--- config.mk ---
export PLATFORM = sky130hd
export DESIGN_NAME = uart_tx_param_flat
export DESIGN_NICKNAME = d
export VERILOG_FILES = /design/src/rtl/uart_tx_param_if.sv /design/src/rtl/uart_tx_param.sv /design/src/flat_wrapper.sv
export SDC_FILE = /design/constraint.sdc
export NUM_CORES = 1
export LEC_CHECK = 0
export ABC_AREA = 1
export CAP_MARGIN = 20
export CELL_PAD_IN_SITES_DETAIL_PLACEMENT = 0
export CELL_PAD_IN_SITES_GLOBAL_PLACEMENT = 1
export CORE_UTILIZATION = 37
export CTS_CLUSTER_SIZE = 25
export DETAILED_ROUTE_END_ITERATION = 10
export PLACE_DENSITY_LB_ADDON = 0.1
export SYNTH_ARGS = -nofsm -noshare
export SYNTH_HDL_FRONTEND = slang
export SYNTH_SLANG_ARGS = --single-unit
--- constraint.sdc ---
create_clock -name i_clk -period 1.49 [get_ports i_clk]
set_input_delay 0.298 -clock i_clk [delete_from_list [all_inputs] [get_ports i_clk]]
set_output_delay 0.298 -clock i_clk [all_outputs]
set_load 0.02 [all_outputs]
--- src/rtl/uart_tx_param_if.sv ---
`default_nettype none
// ============================================================================
// Module      : uart_tx_param_if
// Description : Producer-side handshake and line signals of uart_tx_param.
//               The i_break member exists only when UART_TX_BREAK_EN is
//               defined.
// Revision    : 1.0 - initial release
// ============================================================================
interface uart_tx_param_if #(
    parameter int DATA_BITS = 8
);
    logic [DATA_BITS-1:0] i_data;
    logic                 i_valid;
    logic                 o_ready;
    logic                 o_txd;
    logic                 o_busy;
    logic                 o_done;

`ifdef UART_TX_BREAK_EN
    logic                 i_break;

    modport master (
        output i_data, i_valid, i_break,
        input  o_ready, o_txd, o_busy, o_done
    );
    modport slave (
        input  i_data, i_valid, i_break,
        output o_ready, o_txd, o_busy, o_done
    );
`else
    modport master (
        output i_data, i_valid,
        input  o_ready, o_txd, o_busy, o_done
    );
    modport slave (
        input  i_data, i_valid,
        output o_ready, o_txd, o_busy, o_done
    );
`endif
endinterface
`default_nettype wire

--- src/rtl/uart_tx_param.sv ---
`default_nettype none
// ============================================================================
// Module      : uart_tx_param
// Description : Parametrised UART transmitter with built-in baud generator.
//               Accepts one word per valid/ready handshake and sends it LSB
//               first: start bit, DATA_BITS data bits, optional parity bit,
//               STOP_BITS stop bits. Each bit lasts CLK_FREQ/BAUD clocks.
//               Optional feature macro: UART_TX_BREAK_EN adds the i_break
//               input and a BREAK state that holds the line low.
// Revision    : 1.0 - initial release
// ============================================================================
module uart_tx_param #(
    parameter int CLK_FREQ    = 50_000_000,
    parameter int BAUD        = 115_200,
    parameter int DATA_BITS   = 8,
    parameter int PARITY_MODE = 0,
    parameter int STOP_BITS   = 1
) (
    input  wire             i_clk,
    input  wire             i_reset_n,
    uart_tx_param_if.slave  bus
);

    localparam int DIV   = CLK_FREQ / BAUD;
    localparam int CNT_W = $clog2(DIV);

    localparam logic [CNT_W-1:0] BAUD_LAST  = CNT_W'(DIV - 1);
    localparam logic [2:0]       DATA_LAST  = 3'(DATA_BITS - 1);
    localparam logic [2:0]       STOP_LAST  = 3'(STOP_BITS - 1);
    localparam bit               PARITY_ON  = (PARITY_MODE != 0);
    localparam logic             PARITY_ODD = (PARITY_MODE == 1);

    localparam logic [2:0] ST_IDLE   = 3'd0;
    localparam logic [2:0] ST_START  = 3'd1;
    localparam logic [2:0] ST_DATA   = 3'd2;
    localparam logic [2:0] ST_PARITY = 3'd3;
    localparam logic [2:0] ST_STOP   = 3'd4;
`ifdef UART_TX_BREAK_EN
    localparam logic [2:0] ST_BREAK  = 3'd5;
`endif

    logic [2:0]           state;
    logic [CNT_W-1:0]     baud_cnt;
    logic [2:0]           bit_cnt;
    logic [DATA_BITS-1:0] shift;
    logic                 parity;
    logic                 txd;
    logic                 done;
    logic                 bit_end;

    // Last clock of the current bit period.
    assign bit_end = (baud_cnt == BAUD_LAST);

    // Baud counter: held at zero in IDLE so the start bit of every frame
    // gets a full DIV clocks from the accepting edge.
    always_ff @(posedge i_clk or negedge i_reset_n) begin
        if (!i_reset_n) begin
            baud_cnt <= '0;
        end else if (state == ST_IDLE || bit_end) begin
            baud_cnt <= '0;
        end else begin
            baud_cnt <= baud_cnt + CNT_W'(1);
        end
    end

    // Frame sequencer: state, bit index, shift register and registered line.
    always_ff @(posedge i_clk or negedge i_reset_n) begin
        if (!i_reset_n) begin
            state   <= ST_IDLE;
            bit_cnt <= 3'd0;
            shift   <= '0;
            parity  <= 1'b0;
            txd     <= 1'b1;
            done    <= 1'b0;
        end else begin
            done <= 1'b0;
            case (state)
                ST_IDLE: begin
                    bit_cnt <= 3'd0;
`ifdef UART_TX_BREAK_EN
                    // Break request has priority over a pending word.
                    if (bus.i_break) begin
                        state <= ST_BREAK;
                        txd   <= 1'b0;
                    end else
`endif
                    if (bus.i_valid) begin
                        shift  <= bus.i_data;
                        parity <= (^bus.i_data) ^ PARITY_ODD;
                        txd    <= 1'b0;
                        state  <= ST_START;
                    end
                end

                ST_START: begin
                    if (bit_end) begin
                        txd     <= shift[0];
                        shift   <= shift >> 1;
                        bit_cnt <= 3'd0;
                        state   <= ST_DATA;
                    end
                end

                ST_DATA: begin
                    if (bit_end) begin
                        if (bit_cnt == DATA_LAST) begin
                            bit_cnt <= 3'd0;
                            if (PARITY_ON) begin
                                txd   <= parity;
                                state <= ST_PARITY;
                            end else begin
                                txd   <= 1'b1;
                                state <= ST_STOP;
                            end
                        end else begin
                            bit_cnt <= bit_cnt + 3'd1;
                            txd     <= shift[0];
                            shift   <= shift >> 1;
                        end
                    end
                end

                ST_PARITY: begin
                    if (bit_end) begin
                        txd     <= 1'b1;
                        bit_cnt <= 3'd0;
                        state   <= ST_STOP;
                    end
                end

                ST_STOP: begin
                    if (bit_end) begin
                        if (bit_cnt == STOP_LAST) begin
                            bit_cnt <= 3'd0;
                            done    <= 1'b1;
                            state   <= ST_IDLE;
                        end else begin
                            bit_cnt <= bit_cnt + 3'd1;
                        end
                    end
                end

`ifdef UART_TX_BREAK_EN
                ST_BREAK: begin
                    if (!bus.i_break) begin
                        txd   <= 1'b1;
                        state <= ST_IDLE;
                    end
                end
`endif

                default: begin
                    txd   <= 1'b1;
                    state <= ST_IDLE;
                end
            endcase
        end
    end

    assign bus.o_ready = (state == ST_IDLE);
    assign bus.o_busy  = (state != ST_IDLE);
    assign bus.o_txd   = txd;
    assign bus.o_done  = done;

endmodule
`default_nettype wire

--- src/flat_wrapper.sv ---
// flat-port wrapper written by rule: the top's interface ports become plain ports
module uart_tx_param_flat 
#(
    parameter int CLK_FREQ    = 50_000_000,
    parameter int BAUD        = 115_200,
    parameter int DATA_BITS   = 8,
    parameter int PARITY_MODE = 0,
    parameter int STOP_BITS   = 1
)
  (i_clk, i_reset_n, bus_i_data, bus_i_valid, bus_o_ready, bus_o_txd, bus_o_busy, bus_o_done);
  uart_tx_param_if #(.DATA_BITS(DATA_BITS)) bus_i ();
  input  wire i_clk;
  input  wire i_reset_n;
  input wire logic [$bits(bus_i.i_data)-1:0] bus_i_data;
  input wire logic [$bits(bus_i.i_valid)-1:0] bus_i_valid;
  output wire logic [$bits(bus_i.o_ready)-1:0] bus_o_ready;
  output wire logic [$bits(bus_i.o_txd)-1:0] bus_o_txd;
  output wire logic [$bits(bus_i.o_busy)-1:0] bus_o_busy;
  output wire logic [$bits(bus_i.o_done)-1:0] bus_o_done;
  assign bus_i.i_data = bus_i_data;
  assign bus_i.i_valid = bus_i_valid;
  assign bus_o_ready = bus_i.o_ready;
  assign bus_o_txd = bus_i.o_txd;
  assign bus_o_busy = bus_i.o_busy;
  assign bus_o_done = bus_i.o_done;
  uart_tx_param #(.CLK_FREQ(CLK_FREQ), .BAUD(BAUD), .DATA_BITS(DATA_BITS), .PARITY_MODE(PARITY_MODE), .STOP_BITS(STOP_BITS)) u_core (.i_clk(i_clk), .i_reset_n(i_reset_n), .bus(bus_i));
endmodule
Word-level counts from Yosys, hierarchy flattened
Cells that the tools add are included.
{ "word_totals": {"reg_bits": 25, "in_bits": 11, "out_inout_bits": 4, "wordCells": 64} }
{ "classes": {"add_sub_neg": 2, "n_eq_ne": 15, "n_mux": 29, "n_bitwise": 1, "reduce_logical": 11} }
{ "op_table": {"columns": ["operator", "count"], "rows": [
  ["$mux 3", 12],
  ["$mux 8", 4],
  ["$pmux 8 s3", 1],
  ["$pmux 3 s5", 1],
  ["$ne 2x1->1 const B", 7],
  ["$pmux 3 s4", 1],
  ["$reduce_and 5->1", 2],
  ["$add 9x1->9 const B", 1],
  ["$eq 9x9->1 const B", 1],
  ["$mux 9", 1],
  ["$mux 1", 8],
  ["$reduce_and 7->1", 1],
  ["$eq 3x2->1 const B", 2],
  ["$eq 3x3->1 const B", 2],
  ["$logic_not 3->1", 2],
  ["$reduce_bool 3->1", 2],
  ["$pmux 1 s5", 1],
  ["$ne 2x2->1 const B", 2],
  ["$reduce_and 4->1", 1],
  ["$reduce_bool 4->1", 1],
  ["$add 3x1->3 const B", 1],
  ["$eq 3x1->1 const B", 1],
  ["$reduce_or 2->1", 1],
  ["$logic_or 1x1->1", 1],
  ["$not 1->1", 1]
]} }

Logic depth before layout (Yosys ltp)
{ "depth": {"ltp_word": 4, "mapped_depth": 11, "depth_no_buf": 11} }

Least setup slack after synthesis
No wires, ideal clock.
{ "synth_timing": {"path_kind": "register to register", "from": "register u_core.bit_cnt[0]", "to": "register u_core.shift[5]", "setup_ns": 0.065, "arrival_ns": 1.357, "t_required_ns": 1.425, "setup_slack_ns": 0.068, "stages_incl_launch_ff": 11, "n_path_buf": 1, "synth_period_minus_slack_ns": 1.422, "cell_sequence": "dfrtp_1 ha_1 ha_1 inv_1 a21oi_1 nor2_1 inv_1 nor2_4 buf_6 nand2_1 nand2_1"} }
{ "synth_between": {"elab_chain_len": 3} }
{ "synth_lines": {"columns": ["item", "line", "text"], "rows": [
  ["start: declaration", "uart_tx_param.sv:44", "logic [2:0] bit_cnt;"],
  ["start signal: assignment", "uart_tx_param.sv:116", "bit_cnt <= bit_cnt + 3'd1;"],
  ["start signal: assignment", "uart_tx_param.sv:138", "bit_cnt <= bit_cnt + 3'd1;"],
  ["$eq 3x3->1", "uart_tx_param.sv:106", "if (bit_cnt == DATA_LAST) begin"],
  ["$ne 2x2->1 (no source line)", null, null],
  ["$reduce_and 5->1 (no source line)", null, null],
  ["end signal: assignment", "uart_tx_param.sv:88", "shift <= bus.i_data;"],
  ["end signal: assignment", "uart_tx_param.sv:98", "shift <= shift >> 1;"],
  ["end signal: assignment", "uart_tx_param.sv:118", "shift <= shift >> 1;"],
  ["end: declaration", "uart_tx_param.sv:45", "logic [DATA_BITS-1:0] shift;"]
]} }
No other way between the ends.
A chain may end at the register's enable or synchronous reset.

Worst setup path after layout
{ "layout_timing": {"from": "register u_core.bit_cnt[0]", "to": "register u_core.shift[7]"} }
The elaborated chain is that of the path after synthesis.

==> impl_metrics.csv <==
group,metric,value,unit
detailed_routing,vias,1255,
final_layout,n_antenna_cell,0,
critical_path,cp_slowest_cell,"dfrtp_1",
critical_path,path_common_cell,"inv_2",
critical_path,ff2ff_path_depth,10,
status,violations,"negative setup slack",
place,hpwlAfterDp,2231,um
detailed_routing,drtPass1Iterations,4,
place,io_buffers,14,
critical_path,critPathKind,"flip-flop to flip-flop",
detailed_routing,postRouteAntennaNets,0,
critical_path,reg2reg_slack,-0.03,ns
synth,mappedNetlistArea,1415,um2
synth,synth-seq-cells,25,
timing,fin_setup_tns,-0.09052,ns
floorplanning,fp.dieW,63.85,um
grt,grt_overflow,0,
final_layout,multi_input_area,783.3,um2
final_layout,layout_common_cells,"nand2_1, dfrtp_1, buf_4",
grt,antenna_found_initial,0,
timing,setup_slack,-0.02762,ns
critical_path,arrival,1.73,ns
synth,ys_seq_area_frac,0.4430,
place,gp_congestion,0.8754,
clocking,clk_path_buf_depth,2,
timing,period_minus_slack,1.518,ns
clocking,clk_latency,0.26,ns
synth,yosysUniqueCellTypes,22,
floorplanning,placementRows,22,
critical_path,start_kind,"flip-flop",
clocking,cts.sink_count,25,
critical_path,crit_chain,"ha_2 > ha_4 > inv_2 > a21oi_2 > nor2_2 > inv_2 > nor2_4 > buf_8 > nand3_2 > nand2_1",
synth,syn_avg_cell_area,7.775,um2
clocking,cts_tree,"built",
synth,ys_warn_count,0,
status,status,"finished with violations",
flow_run,cap_violations,0,
timing,rsz0062_at_grt,"true",
final_layout,final_nets,238,
final_layout,area_growth,36.34,%
critical_path,crit_fanout,8,
final_layout,fill_cells,365,
critical_path,rr_startpoint,"u_core.bit_cnt[0]",
floorplanning,io_pins,15,
timing,layout_worst_path_cycle_share,1.019,
final_layout,final_area,1929,um2
critical_path,crit_buf_inv,3,
timing,max_slew_margin,0.7877,
clocking,clk_pin_slew_worst_paths,0.09,ns
worst_hold_path,min_path_type,"primary input to async pin",
place,dpl_cell_area,1744,um2
clocking,ctsHtreeMaxLevel,1,
floorplanning,die_area,4076,um2
clocking,ctsRootBufferMaster,"clkbuf_8",
floorplanning,die_y,63.85,um
synth,synth_fp_nets,198,
critical_path,crit_path_end_kind,"flip-flop",
detailed_routing,viasPerCell,4.665,
critical_path,path_delay_family,"simple AND/OR/NAND/NOR gates",
synth,syn_inst,182,
pwr,total_leakage_power,0.9898,nW
clocking,numCtsBuffers,3,
timing,fin_skew,0.003296,ns
timing,slew_viol_final,0,
floorplanning,core_area,3661,um2
detailed_routing,first_iter_violations,68,
pwr,powerDensity,587.4,nW/um2
floorplanning,start_util,0.3865,
final_layout,final_common_cell,"nand2_1",
timing,setup_viol,7,
grt,grt_pass1_vias,1193,
critical_path,crit_path_max_incr_delay,0.39,ns
grt,grt_use_total,0.1637,
critical_path,r2r-end,"u_core.shift[7]",
timing,worstMarginPinSlew,0.3173,ns
detailed_routing,postRouteWirelength,3135,um
critical_path,required,1.70,ns
grt,grt_max_degree,26,
detailed_routing,wl_per_cell,11.65,um
pwr,p_total,0.001133,W
grt,grt_pass1_wl,5333,um
final_layout,drive_gt1_frac,0.3484,
timing,hold_viol,0,
clocking,cts_hold_buf,0,
place,place_ws,-0.1006,ns
pwr,ir_drop,0.3349,mV
final_layout,regArea,626.9,um2
timing,fmax,658.9,MHz
detailed_routing,drc,0,
[repair_timing]
item                                    4_1_cts  5_1_grt
gates resized for setup                      21       26
buffers inserted                              0        4
gates cloned                                  0        1
pin swaps                                    11        6
endpoints found under the setup margin       12       17
[through the flow]
step / instances / hold slack (ns) / utilization
final: 269 / 0.3852 / 0.5270
after global routing: 269 / 0.4003 / 0.5270
after CTS: 264 / 0.3977 / 0.4997
after detailed placement: 260 / 0.4649 / 0.4764
after global placement: 260 / 0.4503 / 0.4764
after floorplan: 182 / 0.002409 / -
[registers in the layout, indices dropped and copies added, names as in the netlist]
| signal | cells |
|---|---|
| u_core.baud_cnt | 9 |
| u_core.state | 3 |
| u_core.bus.o_txd | 1 |
| u_core.shift | 8 |
| u_core.bit_cnt | 3 |
| u_core.bus.o_done | 1 |
[worst max path at each step]
stage	from	to	slack, ns	depth (start not counted)
floorplan	u_core.bit_cnt[0]	u_core.shift[5]	0.07	10
global placement	u_core.state[1]	bus_o_ready	-0.07	4
detailed placement	u_core.bit_cnt[0]	u_core.shift[3]	-0.10	10
CTS	u_core.bit_cnt[1]	u_core.shift[7]	-0.08	10
global route	u_core.baud_cnt[1]	u_core.bit_cnt[0]	-0.12	10
finish	u_core.bit_cnt[0]	u_core.shift[7]	-0.03	10
[cell type report]
type	count	share of cell area
flip-flops and latches	25	0.3249
well taps	48	0.03113
inverters	24	0.04669
multi-input cells	132	0.4060
repair buffers	36	0.1673
clock inverters	1	0.002594
clock buffers	3	0.02140
[kinds of logic after synthesis]
| family | after synthesis | share of synthesized area |
|---|---|---|
| AND/OR/NAND/NOR | 110 | 0.3705 |
| buffers and inverters | 25 | 0.07162 |
| flip-flops | 25 | 0.4430 |
| AO/OA/AOI/OAI | 16 | 0.06455 |
| adder cells (fa/ha/maj) | 5 | 0.04421 |
| XOR/XNOR | 1 | 0.006190 |
[Yosys cell counts]
| library cell | n | area share |
|---|---|---|
| o21ai_0 | 7 | 0.025 |
| nand3_2 | 3 | 0.021 |
| nand3_1 | 8 | 0.028 |
| inv_1 | 19 | 0.050 |
| buf_6 | 1 | 0.0080 |
| nor3_1 | 6 | 0.021 |
| dfstp_2 | 1 | 0.019 |
| nor2_2 | 1 | 0.0044 |
| nand2_2 | 5 | 0.022 |
| nand2_4 | 3 | 0.024 |
| xnor2_1 | 1 | 0.0062 |
| nor2_4 | 2 | 0.016 |
| and3_1 | 1 | 0.0044 |
| nor3b_1 | 2 | 0.011 |
| dfrtp_1 | 24 | 0.42 |
| nand4_1 | 5 | 0.022 |
| nand2_1 | 63 | 0.17 |
| inv_2 | 5 | 0.013 |
| nor2_1 | 11 | 0.029 |
| a21oi_1 | 6 | 0.021 |
| o21ai_2 | 3 | 0.019 |
| ha_1 | 5 | 0.044 |
[report_power, final]
group	switching (W)	internal (W)	leakage, nW	total [W]
Combinational	0.0000182	0.0000281	0.649	0.0000463
Clock	0.000222	0.000187	0.0255	0.000409
Sequential	0	0.000678	0.316	0.000678
Total	0.000240	0.000893	0.990	0.00113
[per-layer routing]
layer / wire length [um] / track usage / up-vias
met5: 0 / 0 / -
met4: 22 / 0.04261 / 0
met3: 65 / 0.01607 / 2
met2: 1616 / 0.2713 / 13
met1: 1431 / 0.2267 / 589
li1: - / - / 651
Note: power is estimated with default switching activity, not from simulation.
